## config.mk

```make
export PLATFORM = sky130hd
export DESIGN_NAME = prog_lut_eval
export DESIGN_NICKNAME = d
export VERILOG_FILES = /design/src/rtl/prog_lut_eval.sv
export SDC_FILE = /design/constraint.sdc
export NUM_CORES = 1
export LEC_CHECK = 0
export BUFFER_PORTS_ARGS = -buffer_cell sky130_fd_sc_hd__buf_4
export CORE_ASPECT_RATIO = 1.2
export CORE_MARGIN = 3
export CORE_UTILIZATION = 55
export CTS_CLUSTER_DIAMETER = 100
export CTS_CLUSTER_SIZE = 40
export DETAILED_ROUTE_END_ITERATION = 8
export PLACE_DENSITY = 0.7
export SETUP_SLACK_MARGIN = 0.5
export SLEW_MARGIN = 10
export SYNTH_ARGS = -nofsm -noshare
export SYNTH_HDL_FRONTEND = slang
export SYNTH_SLANG_ARGS = --single-unit
```

## constraint.sdc

```tcl
create_clock -name clk -period 4.1 [get_ports clk]
set_clock_uncertainty 0.2 [all_clocks]
set_input_delay 0.41 -clock clk [delete_from_list [all_inputs] [get_ports clk]]
set_output_delay 0.41 -clock clk [all_outputs]
set_load 0.005 [all_outputs]
```

## src/rtl/prog_lut_eval.sv

```systemverilog
// prog_lut_eval: serially loadable N-input truth table with registered output.
// Optional PROG_LUT_HIST_EN adds a saturating count of result cycles with out_data=1.
module prog_lut_eval #(
    parameter int                   N_IN = 4,
    parameter logic [(1<<N_IN)-1:0] INIT = 16'h0777
) (
    input  logic            clk,
    input  logic            rst_n,
    input  logic            cfg_start,
    input  logic            cfg_bit_valid,
    input  logic            cfg_bit,
    output logic            cfg_busy,
    output logic            cfg_done,
    input  logic            in_valid,
    input  logic [N_IN-1:0] in_data,
    output logic            in_ready,
    output logic            out_valid,
    output logic            out_data
`ifdef PROG_LUT_HIST_EN
    ,output logic [15:0]    ones_cnt
`endif
);
    localparam int DEPTH = 1 << N_IN;
    localparam logic [N_IN:0] LAST = (N_IN + 1)'(DEPTH - 1);

    typedef enum logic {RUN, LOAD} state_t;

    state_t             state_q, state_d;
    logic [N_IN:0]      cnt_q, cnt_d;
    logic [DEPTH-1:0]   lut_q, lut_d;
    logic [DEPTH-1:0]   shadow_q, shadow_d;
    logic               done_q, done_d;
    logic               ov_q, ov_d;
    logic               od_q, od_d;

    always_comb begin
        state_d  = state_q;
        cnt_d    = cnt_q;
        lut_d    = lut_q;
        shadow_d = shadow_q;
        done_d   = 1'b0;
        ov_d     = 1'b0;
        od_d     = od_q;
        if (state_q == RUN) begin
            // A vector arriving with cfg_start still sees the old table.
            if (in_valid) begin
                ov_d = 1'b1;
                od_d = lut_q[in_data];
            end
            if (cfg_start) begin
                state_d = LOAD;
                cnt_d   = '0;
            end
        end else if (cfg_start) begin
            cnt_d = '0;
        end else if (cfg_bit_valid) begin
            shadow_d[cnt_q[N_IN-1:0]] = cfg_bit;
            cnt_d = cnt_q + 1'b1;
            if (cnt_q == LAST) begin
                lut_d   = shadow_d;
                state_d = RUN;
                done_d  = 1'b1;
            end
        end
    end

    always_ff @(posedge clk or negedge rst_n) begin
        if (!rst_n) begin
            state_q  <= RUN;
            cnt_q    <= '0;
            lut_q    <= INIT;
            shadow_q <= INIT;
            done_q   <= 1'b0;
            ov_q     <= 1'b0;
            od_q     <= 1'b0;
        end else begin
            state_q  <= state_d;
            cnt_q    <= cnt_d;
            lut_q    <= lut_d;
            shadow_q <= shadow_d;
            done_q   <= done_d;
            ov_q     <= ov_d;
            od_q     <= od_d;
        end
    end

    assign cfg_busy  = state_q == LOAD;
    assign in_ready  = state_q == RUN;
    assign cfg_done  = done_q;
    assign out_valid = ov_q;
    assign out_data  = od_q;

`ifdef PROG_LUT_HIST_EN
    logic [15:0] ones_q, ones_d;

    always_comb begin
        ones_d = done_q ? 16'h0 :
                 (ov_q && od_q && ones_q != 16'hFFFF) ? ones_q + 1'b1 : ones_q;
    end

    always_ff @(posedge clk or negedge rst_n) begin
        if (!rst_n) ones_q <= '0;
        else        ones_q <= ones_d;
    end

    assign ones_cnt = ones_q;
`endif
endmodule

```

Yosys cells after proc, flatten, opt, wreduce, memory -nomap -nowiden
Cells that the tools add are included.

Register bits: 41. Input port bits: 10. Output and inout port bits: 5. Word-level logic and storage cells: 41.

$add $sub $neg: 1. Order comparisons: 3. Eq/ne operators: 1. Multiplexer cells: 20. Bitwise gates (word level): 2. Reduce and logical (&&, ||, !) cells: 7.

Operator list (count): $mux 5 (4); $bwmux 16 (1); $mux 1 (13); $lt 4x5->1 const B (2); $add 5x1->5 const B (1); $eq 5x4->1 const B (1); $bmux 1 s4 (1); $demux 1 s4 (1); $ge 4x1->1 const B (1); $reduce_and 2->1 (2); $reduce_and 4->1 (1); $reduce_bool 2->1 (2); $reduce_and 3->1 (1); $not 1->1 (2); $logic_and 1x1->1 (1).

Logic depth before layout (Yosys ltp)
Gate-level depths: netlist (run 1).

Word-level depth: 5. Depth in mapped cells: 8. Depth with buffers taken out: 7.

Worst setup path before layout (run 1)
Ideal clock, no wire load.

Path kind: input -> register. From: in in_data[1]. To: reg od_q (netlist: out_data). Library setup time: 0.125 ns. Arrival: 1.632 ns. Data required time: 3.775 ns. Setup slack: 2.143 ns. Cell stages on the path: 3. Buffers on the path: 0. Cell sequence: mux4_1 > mux4_2 > mux2_4.

Word-level cells in the longest chain between the ends: 2.

Ends and longest elaborated chain: start, declared (line 15) `input logic [N_IN-1:0] in_data,`; $bmux 1 s4 (line 48) `od_d = lut_q[in_data];`; $mux 1 (not written as such) (line 48); end signal, assigned (line 75) `od_q <= 1'b0;`; end signal, assigned (line 83) `od_q <= od_d;`; end, declared (line 34) `logic od_q, od_d;`.

Every way passes these cells. The select of a mux whose other input is x is not followed. A chain may end at the register's enable or synchronous reset.

Final worst setup path (run 1)
From: reg cnt_q[2]. To: reg lut_q[6].

Word-level cells in the longest chain between the ends: 5. Elaborated cells between the ends (all ways): 8. Those cells by class: order compare: 2; eq/ne: 1; mux: 3; reduce/logical: 2.

Ends and longest elaborated chain: start, declared (line 29) `logic [N_IN:0] cnt_q, cnt_d;`; start signal, assigned (line 78) `cnt_q <= cnt_d;`; $lt 4x5->1 (not written as such) or $ge 4x1->1 (tied branches) (line 57) `shadow_d[cnt_q[N_IN-1:0]] = cfg_bit;`; $logic_and 1x1->1 (not written as such) (line 57); $mux 1 (not written as such) (line 57); $demux 1 s4 (line 57); $bwmux 16 (line 57); end signal, assigned (line 79) `lut_q <= lut_d;`; end, declared (line 30) `logic [DEPTH-1:0] lut_q, lut_d;`.

Several ways; a longest one is shown, not always the timed one.

==> results of run 1 <==
## cell families (layout without fill, tap and decap cells)
logic type,count (synthesis),after routing
mux,38,38
xor+xnor,2,2
simple gates,67,67
buf+inv,19,30
flops,41,41
fa+ha+maj,5,5
compound gates,21,21
## worst min path at each step
stage	cells past startpoint	startpoint	endpoint	slack, ns
after detailed placement	1	rst_n	cfg_done	0.21
after floorplan	0	rst_n	cfg_busy	-0.09
final	2	cfg_start	cnt_q[3]	0.15
after global placement	1	rst_n	cfg_done	0.20
after CTS	2	cfg_start	cnt_q[3]	0.14
after global routing	2	cfg_start	cnt_q[4]	0.16
## flip-flops by register name (all words and copies together), names as in the netlist
name       count
cfg_busy       1
cfg_done       1
cnt_q          5
lut_q         16
out_data       1
out_valid      1
shadow_q      16
## what timing repair did
item | in CTS | in global routing
buffers inserted | 0 | 0
hold buffers | 1 | 0
gates resized for setup | 0 | 0
endpoints found under the hold margin | 23 | 0
## report_power, final
group          internal, W  total (W)  switching, W
clock network     0.000117   0.000257      0.000140
registers         0.000428   0.000438    0.00000997
logic            0.0000340  0.0000733     0.0000393
## worst max-delay path, delay by kind of cell, from the launching register on
kind | cells | cell delay (ns)
buffers and inverters | 2 | 0.36
adders and majority gates | 1 | 0.15
DFF | 1 | 0.82
and+or+nand+nor | 2 | 0.38
AOI/OAI and AO/OA | 1 | 0.22
## synth_stat cells (5+ instances only)
| master | instances | share of area, % |
|---|---|---|
| nor3_1 | 5 | 1.2 |
| nand4b_1 | 5 | 2.0 |
| ha_1 | 5 | 2.9 |
| mux2i_1 | 16 | 7.5 |
| nand3b_1 | 8 | 2.8 |
| clkbuf_1 | 12 | 2.1 |
| nor2_1 | 15 | 2.6 |
| dfrtp_1 | 23 | 27 |
| inv_1 | 6 | 1.1 |
| nand2_1 | 19 | 3.3 |
| mux2_2 | 16 | 8.4 |
| o21ai_0 | 17 | 4.0 |
| nand3_1 | 7 | 1.6 |
| dfstp_2 | 18 | 22 |
## layout make-up
type	count	share of cell area [%]
Clock buffer	5	2.91
Clock inverter	3	0.741
Inverter	6	0.953
Multi-Input combinational cell	133	43.1
Sequential cell	41	44.4
Tap cell	52	2.75
Timing Repair Buffer	16	5.19
## metal layers
metal / part of all wire (%) / track usage (%) / vias to the layer above
met3: 4.1 / 4.83 / 8
met1: 48 / 25.0 / 689
met4: 1.7 / 8.58 / 0
met2: 47 / 29.8 / 29
li1: - / - / 695
met5: 0 / 0 / -
## through the flow
stage | hold WS [ns] | std cells
6_report | 0.151 | 256
5_1_grt | 0.157 | 256
4_1_cts | 0.142 | 256
3_5_place_dp | 0.212 | 247
3_3_place_gp | 0.201 | 247
2_1_floorplan | -0.0856 | 193
==> metrics.md, run 1 <==
| Metric | Value |
|---|---|
| Initial antenna violation count | `0` |
| Mux cell area share after synthesis | `22.6%` |
| R2R cell count | `6` |
| Critical path required time | `4.11 ns` |
| Most frequent cells in the layout | `dfrtp_1, nand2_1, dfstp_2` |
| DRC | `0` |
| CTS max path bufs | `2` |
| Largest family of logic cells by synthesized area | `multiplexers` |
| Yosys cell types | `26` |
| Largest net degree at the start of global routing | `42` |
| Post-synthesis net count | `208` |
| CTS root buffer | `clkbuf_8` |
| Final worst path period need | `2.22 ns` |
| Share of cells above drive strength 1 | `28.9%` |
| Leak | `1.07 nW` |
| GRT overflow | `0` |
| Outcome | `complete, no violations` |
| Placement Cell Area | `2270 µm²` |
| Post-Syn Instances | `193` |
| CP max-delay cell | `dfrtp_1` |
| Reg area | `1050 µm²` |
| Vias in the first global route | `1425` |
| Number of port buffers | `14` |
| Compound-Gate Fraction of Synth Area | `5.09%` |
| Ant diodes | `0` |
| Period utilization | `54.1%` |
| CP Launch Type | `register` |
| Commonest non-fill, non-tap cell in the layout | `dfrtp_1` |
| Core Region | `3690 µm²` |
| Area used by multi-input combinational logic | `1020 µm²` |
| Layout area overhead | `10.5%` |
| First-pass GRT wire length | `6800 µm` |
| Worst Setup EP | `lut_q[6]` |
| Worst rel slew slack | `51.2%` |
| Slew @ Worst Pin | `0.732 ns` |
| Peak Freq | `451 MHz` |
| Vias per inst | `5.55` |
| Die area | `4680 µm²` |
| Asr flop ratio synth | `100%` |
| Seq/Total Area, Yosys | `49.0%` |
| CP endpoint kind | `register` |
| Final slew viol count | `0` |
| I/O pins | `15` |
| Design Area, Final | `2360 µm²` |
| Site Rows | `24` |
| Simple-Gate Fraction of Synth Area | `16.2%` |
| Detailed placement HPWL | `2790 µm` |
| CP Data Arrival Time | `2.23 ns` |
| Adder-Cell Fraction of Synth Area | `2.93%` |
| Critical-path maximum fanout | `33` |
| Total Routing Usage GR | `18.9%` |
| Xor and xnor area share after synthesis | `0.819%` |
| Synthesis Warnings | `0` |
| DR iter-0 viols | `68` |
| Setup Slack @ Placement | `1.91 ns` |
| Worst path cell trace | `nand3_1 -> inv_1 -> ha_1 -> nand4b_1 -> buf_4 -> o21ai_0` |
| VDD IR-drop max | `0.211 mV` |
| Final wirelength | `3920 µm` |
| GP Congestion | `0.781` |
| R2R Path End | `lut_q[6]` |
| CTS HTree Levels | `2` |
| Critical path type | `register to register` |
| Reg clk slew, reported paths | `0.08 ns` |
| Avg Synthesized Cell Area | `11.1 µm²` |
| Synthesis-stage register bit count | `41` |
| PD cells | `325 nW/µm²` |
| Hold Violations, Final | `0` |
| CTS tree | `yes` |
| MaxCap Viol Count | `0` |
| Setup TNS | `0 ns` |
| Starting Density | `57.9%` |
| Worst stage delay on the critical path | `0.82 ns` |
| RSZ-0062 raised after global routing | `false` |
| Register-to-Register Setup Slack | `1.88 ns` |
| Fin util | `64.0%` |
| Crit path from | `cnt_q[2]` |
| TritonCTS Buffers | `5` |
| Post-synth EDFFs | `0` |
| Final WS setup | `1.88 ns` |
| Final setup fails | `0` |
| Clk sinks | `41` |
| Post-DRT Antenna Nets | `0` |
| Main synth FF type | `dfrtp_1` |
| Worst-Skew Late Latency | `0.29 ns` |
| WL/cell | `15.3 µm` |
| Worst min path class | `primary input to register` |
| Height of the die | `74.3 µm` |
| Tot Pwr | `0.000768 W` |
| Fill cells | `314` |
| FF-to-FF Start | `cnt_q[2]` |
| Netlist Area Pre-Place | `2140 µm²` |
| TritonRoute pass-1 iters | `4` |
| Vias | `1421` |
| Nets | `218` |
| Die width | `62.9 µm` |
Power figures use the tool's default switching activity.
==> inputs of run 2 (changes only) <==
--- a/config.mk
+++ b/config.mk
@@ -8,11 +8,11 @@
 export BUFFER_PORTS_ARGS = -buffer_cell sky130_fd_sc_hd__buf_4
 export CORE_ASPECT_RATIO = 1.2
 export CORE_MARGIN = 3
-export CORE_UTILIZATION = 55
+export CORE_UTILIZATION = 54
 export CTS_CLUSTER_DIAMETER = 100
 export CTS_CLUSTER_SIZE = 40
 export DETAILED_ROUTE_END_ITERATION = 8
-export PLACE_DENSITY = 0.7
+export PLACE_DENSITY = 0.71
 export SETUP_SLACK_MARGIN = 0.5
 export SLEW_MARGIN = 10
 export SYNTH_ARGS = -nofsm -noshare
==> constraint.sdc (replaced) <==
create_clock -name clk -period 2.02 [get_ports clk]
set_clock_uncertainty 0.2 [all_clocks]
set_input_delay 0.202 -clock clk [delete_from_list [all_inputs] [get_ports clk]]
set_output_delay 0.202 -clock clk [all_outputs]
set_load 0.005 [all_outputs]
==> run 2 against run 1 <==
Compared with the run above: critical path depth stayed put; combinational power grew to 4.0 times the previous value; power is 130% higher; clock power is 110% higher; via count is 28% higher; clock-buffer cell count stayed put; wire length is 76% higher; core utilization is 23 points higher; die area is 1.7% higher; critical path type unchanged; critical endpoint is now shadow_q[12]; largest power group unchanged.
==> metrics.md, run 2 (same netlist as run 1, synthesis figures left out) <==
| Metric | Value |
|---|---|
| Hold wc startpoint | `in_valid` |
| Critical path type | `register to register` |
| CP endpoint kind | `register` |
| Leak | `1.37 nW (+29%)` |
| Most frequent cells in the layout | `buf_4, dfrtp_1, dfstp_2` |
| Vias in the first global route | `1825 (+28%)` |
| Ant diodes | `0 (unchanged)` |
| Register-to-Register Setup Slack | `0.1 ns (-1.79 ns)` |
| Initial antenna violation count | `0 (unchanged)` |
| Worst rel slew slack | `64.9% (+14 points)` |
| Height of the die | `74.9 µm (+0.85%)` |
| Hold Crit Depth | `2 (unchanged)` |
| Sw Ratio | `27.6% (+3.0 points)` |
| Final slew viol count | `0 (unchanged)` |
| Clock share of power | `31.4% (-2.1 points)` |
| Peak Freq | `520 MHz (+15%)` |
| Fill cells | `155 (-51%)` |
| MaxCap Viol Count | `0 (unchanged)` |
| Critical path required time | `2.01 ns (-2.10 ns)` |
| First-pass GRT wire length | `9800 µm (+44%)` |
| Slew @ Worst Pin | `0.527 ns (-0.205 ns)` |
| Reg clk slew, reported paths | `0.08 ns (about the same)` |
| PD cells | `536 nW/µm² (+65%)` |
| TritonCTS Buffers | `5 (unchanged)` |
| Share of cells above drive strength 1 | `70.5% (+42 points)` |
| TritonRoute pass-1 iters | `4 (unchanged)` |
| CTS tree | `yes` |
| Top Registers | `lut_q: 16 flops, shadow_q: 16 flops, cnt_q: 5 flops` |
| Die area | `4750 µm² (+1.7%)` |
| Final setup fails | `0 (unchanged)` |
| Seq pwr share | `51.6% (-5.4 points)` |
| Fin util | `87.2% (+23 points)` |
| Nets | `258 (+18%)` |
| Final wirelength | `6880 µm (+76%)` |
| Layout area overhead | `51.8%` |
| Switching Power | `0.000480 W (+150%)` |
| RSZ-0062 raised after global routing | `true` |
| CP Launch Type | `register` |
| Vias per inst | `6.16 (+11%)` |
| R2R Path End | `shadow_q[12]` |
| Hold Violations, Final | `0 (unchanged)` |
| Total Routing Usage GR | `27.8% (+8.8 points)` |
| Comb power frac | `16.9% (+7.4 points)` |
| R2R cell count | `6 (unchanged)` |
| Post-DRT Antenna Nets | `0 (unchanged)` |
| CTS max path bufs | `2 (unchanged)` |
| Core Region | `3720 µm² (+0.81%)` |
| Worst stage delay on the critical path | `0.44 ns (-0.38 ns)` |
| FF-to-FF Start | `cnt_q[0]` |
| Int Power | `0.00126 W (+120%)` |
| CP max-delay cell | `dfrtp_2` |
| CTS root buffer | `clkbuf_8` |
| CP Data Arrival Time | `1.91 ns (-0.32 ns)` |
| GRT overflow | `0 (unchanged)` |
| Worst path cell trace | `buf_6 -> inv_6 -> ha_4 -> nand4b_1 -> nor2_1 -> mux2_4` |
| Starting Density | `57.4% (-0.47 points)` |
| Hold Path Sink | `out_valid` |
| Commonest non-fill, non-tap cell in the layout | `buf_4` |
| WL/cell | `23.2 µm (+52%)` |
| # placed instances | `253 (+2.4%)` |
| DR iter-0 viols | `174 (+160%)` |
| Setup TNS | `0 ns (unchanged)` |
| Period utilization | `95.2% (+41 points)` |
| VDD IR-drop max | `0.543 mV (+160%)` |
| I/O pins | `15 (unchanged)` |
| CTS HTree Levels | `2 (unchanged)` |
| Critical-path maximum fanout | `4 (-88%)` |
| Die width | `63.4 µm (+0.83%)` |
| Number of port buffers | `14 (unchanged)` |
| Clk sinks | `41 (unchanged)` |
| DRC | `0 (unchanged)` |
| Detailed placement HPWL | `3050 µm (+9.1%)` |
| GP Congestion | `0.858 (+9.8%)` |
| Worst-Skew Late Latency | `0.30 ns (about the same)` |
| Post-Layout Cell Count | `296 (+16%)` |
| Site Rows | `24 (unchanged)` |
| Outcome | `complete, no violations` |
| Worst min path class | `primary input to register` |
| Largest net degree at the start of global routing | `42 (unchanged)` |
| Final worst path period need | `1.92 ns (-0.293 ns)` |
| Vias | `1823 (+28%)` |
## run 2: changes by cell type in the layout (fill, tap and decap cells not counted), sizes merged
cell / before / now
dlygate4sd3: 1 / 3
buf: 15 / 53
## run 2: how the worst max path moves through the flow
| stage | to | from | slack (ns) |
|---|---|---|---|
| after floorplan | out_data | lut_q[15] | 0.18 |
| after global placement | out_data | in_data[1] | 0.15 |
| after detailed placement | out_data | in_data[1] | 0.12 |
| after CTS | out_data | lut_q[15] | 0.12 |
| after global routing | shadow_q[12] | cnt_q[0] | 0.03 |
| final | shadow_q[12] | cnt_q[0] | 0.1 |
## run 2: through the flow
step / setup slack, ns / hold WS (ns) / cell area (µm²) / total power (W)
after detailed placement: 0.121 / 0.00791 / 2320 / 0.00107
after global placement: 0.147 / 0.000830 / 2320 / 0.00106
after global routing: 0.0266 / 0.00826 / 3250 / 0.00179
after CTS: 0.123 / 0.0160 / 3010 / 0.00168
after floorplan: 0.185 / -0.294 / 2180 / 0.00100
final: 0.0969 / 0.0125 / 3250 / 0.00174
## run 2: area by class of cell
class	count	area [µm²]	area share, %
repair buffers	56	582	17.9
multi-input cells	133	1420	43.7
well taps	52	65.1	2.00
flip-flops and latches	41	1050	32.5
clock buffers	5	68.8	2.12
clock inverters	3	17.5	0.539
inverters	6	40.0	1.23
## run 2: critical path, delay by kind of cell, from the launching register on
kind	cells	cell delay, ns
and+or+nand+nor	2	0.52
DFF	1	0.44
muxes	1	0.32
buffers and inverters	2	0.20
adders and majority gates	1	0.13
## run 2: power by group through the flow
stage / logic, W / registers, W / clock network (W)
3_5_place_dp: 0.000161 / 0.000905 / 0
5_1_grt: 0.000309 / 0.000901 / 0.000583
4_1_cts: 0.000245 / 0.000891 / 0.000539
6_report: 0.000295 / 0.000899 / 0.000547
2_1_floorplan: 0.000101 / 0.000899 / 0
3_3_place_gp: 0.000155 / 0.000903 / 0
## run 2: repair_timing
action                                 in CTS  in global routing
resized for setup                          82                 45
cloned                                      4                  0
setup endpoints to repair                  39                 38
pin swaps                                  17                 23
buffers inserted                           21                  7
hold buffers                                3                  0
endpoints found under the hold margin      28                  0
## run 2: per-layer routing
metal	GRT usage, %	up-vias	wire (µm)	part of all wire (%)
li1	-	777	-	-
met1	32.1	930	2640	38
met2	50.9	84	3480	51
met3	4.78	32	436	6.3
met4	12.5	0	327	4.8
met5	0	-	0	0
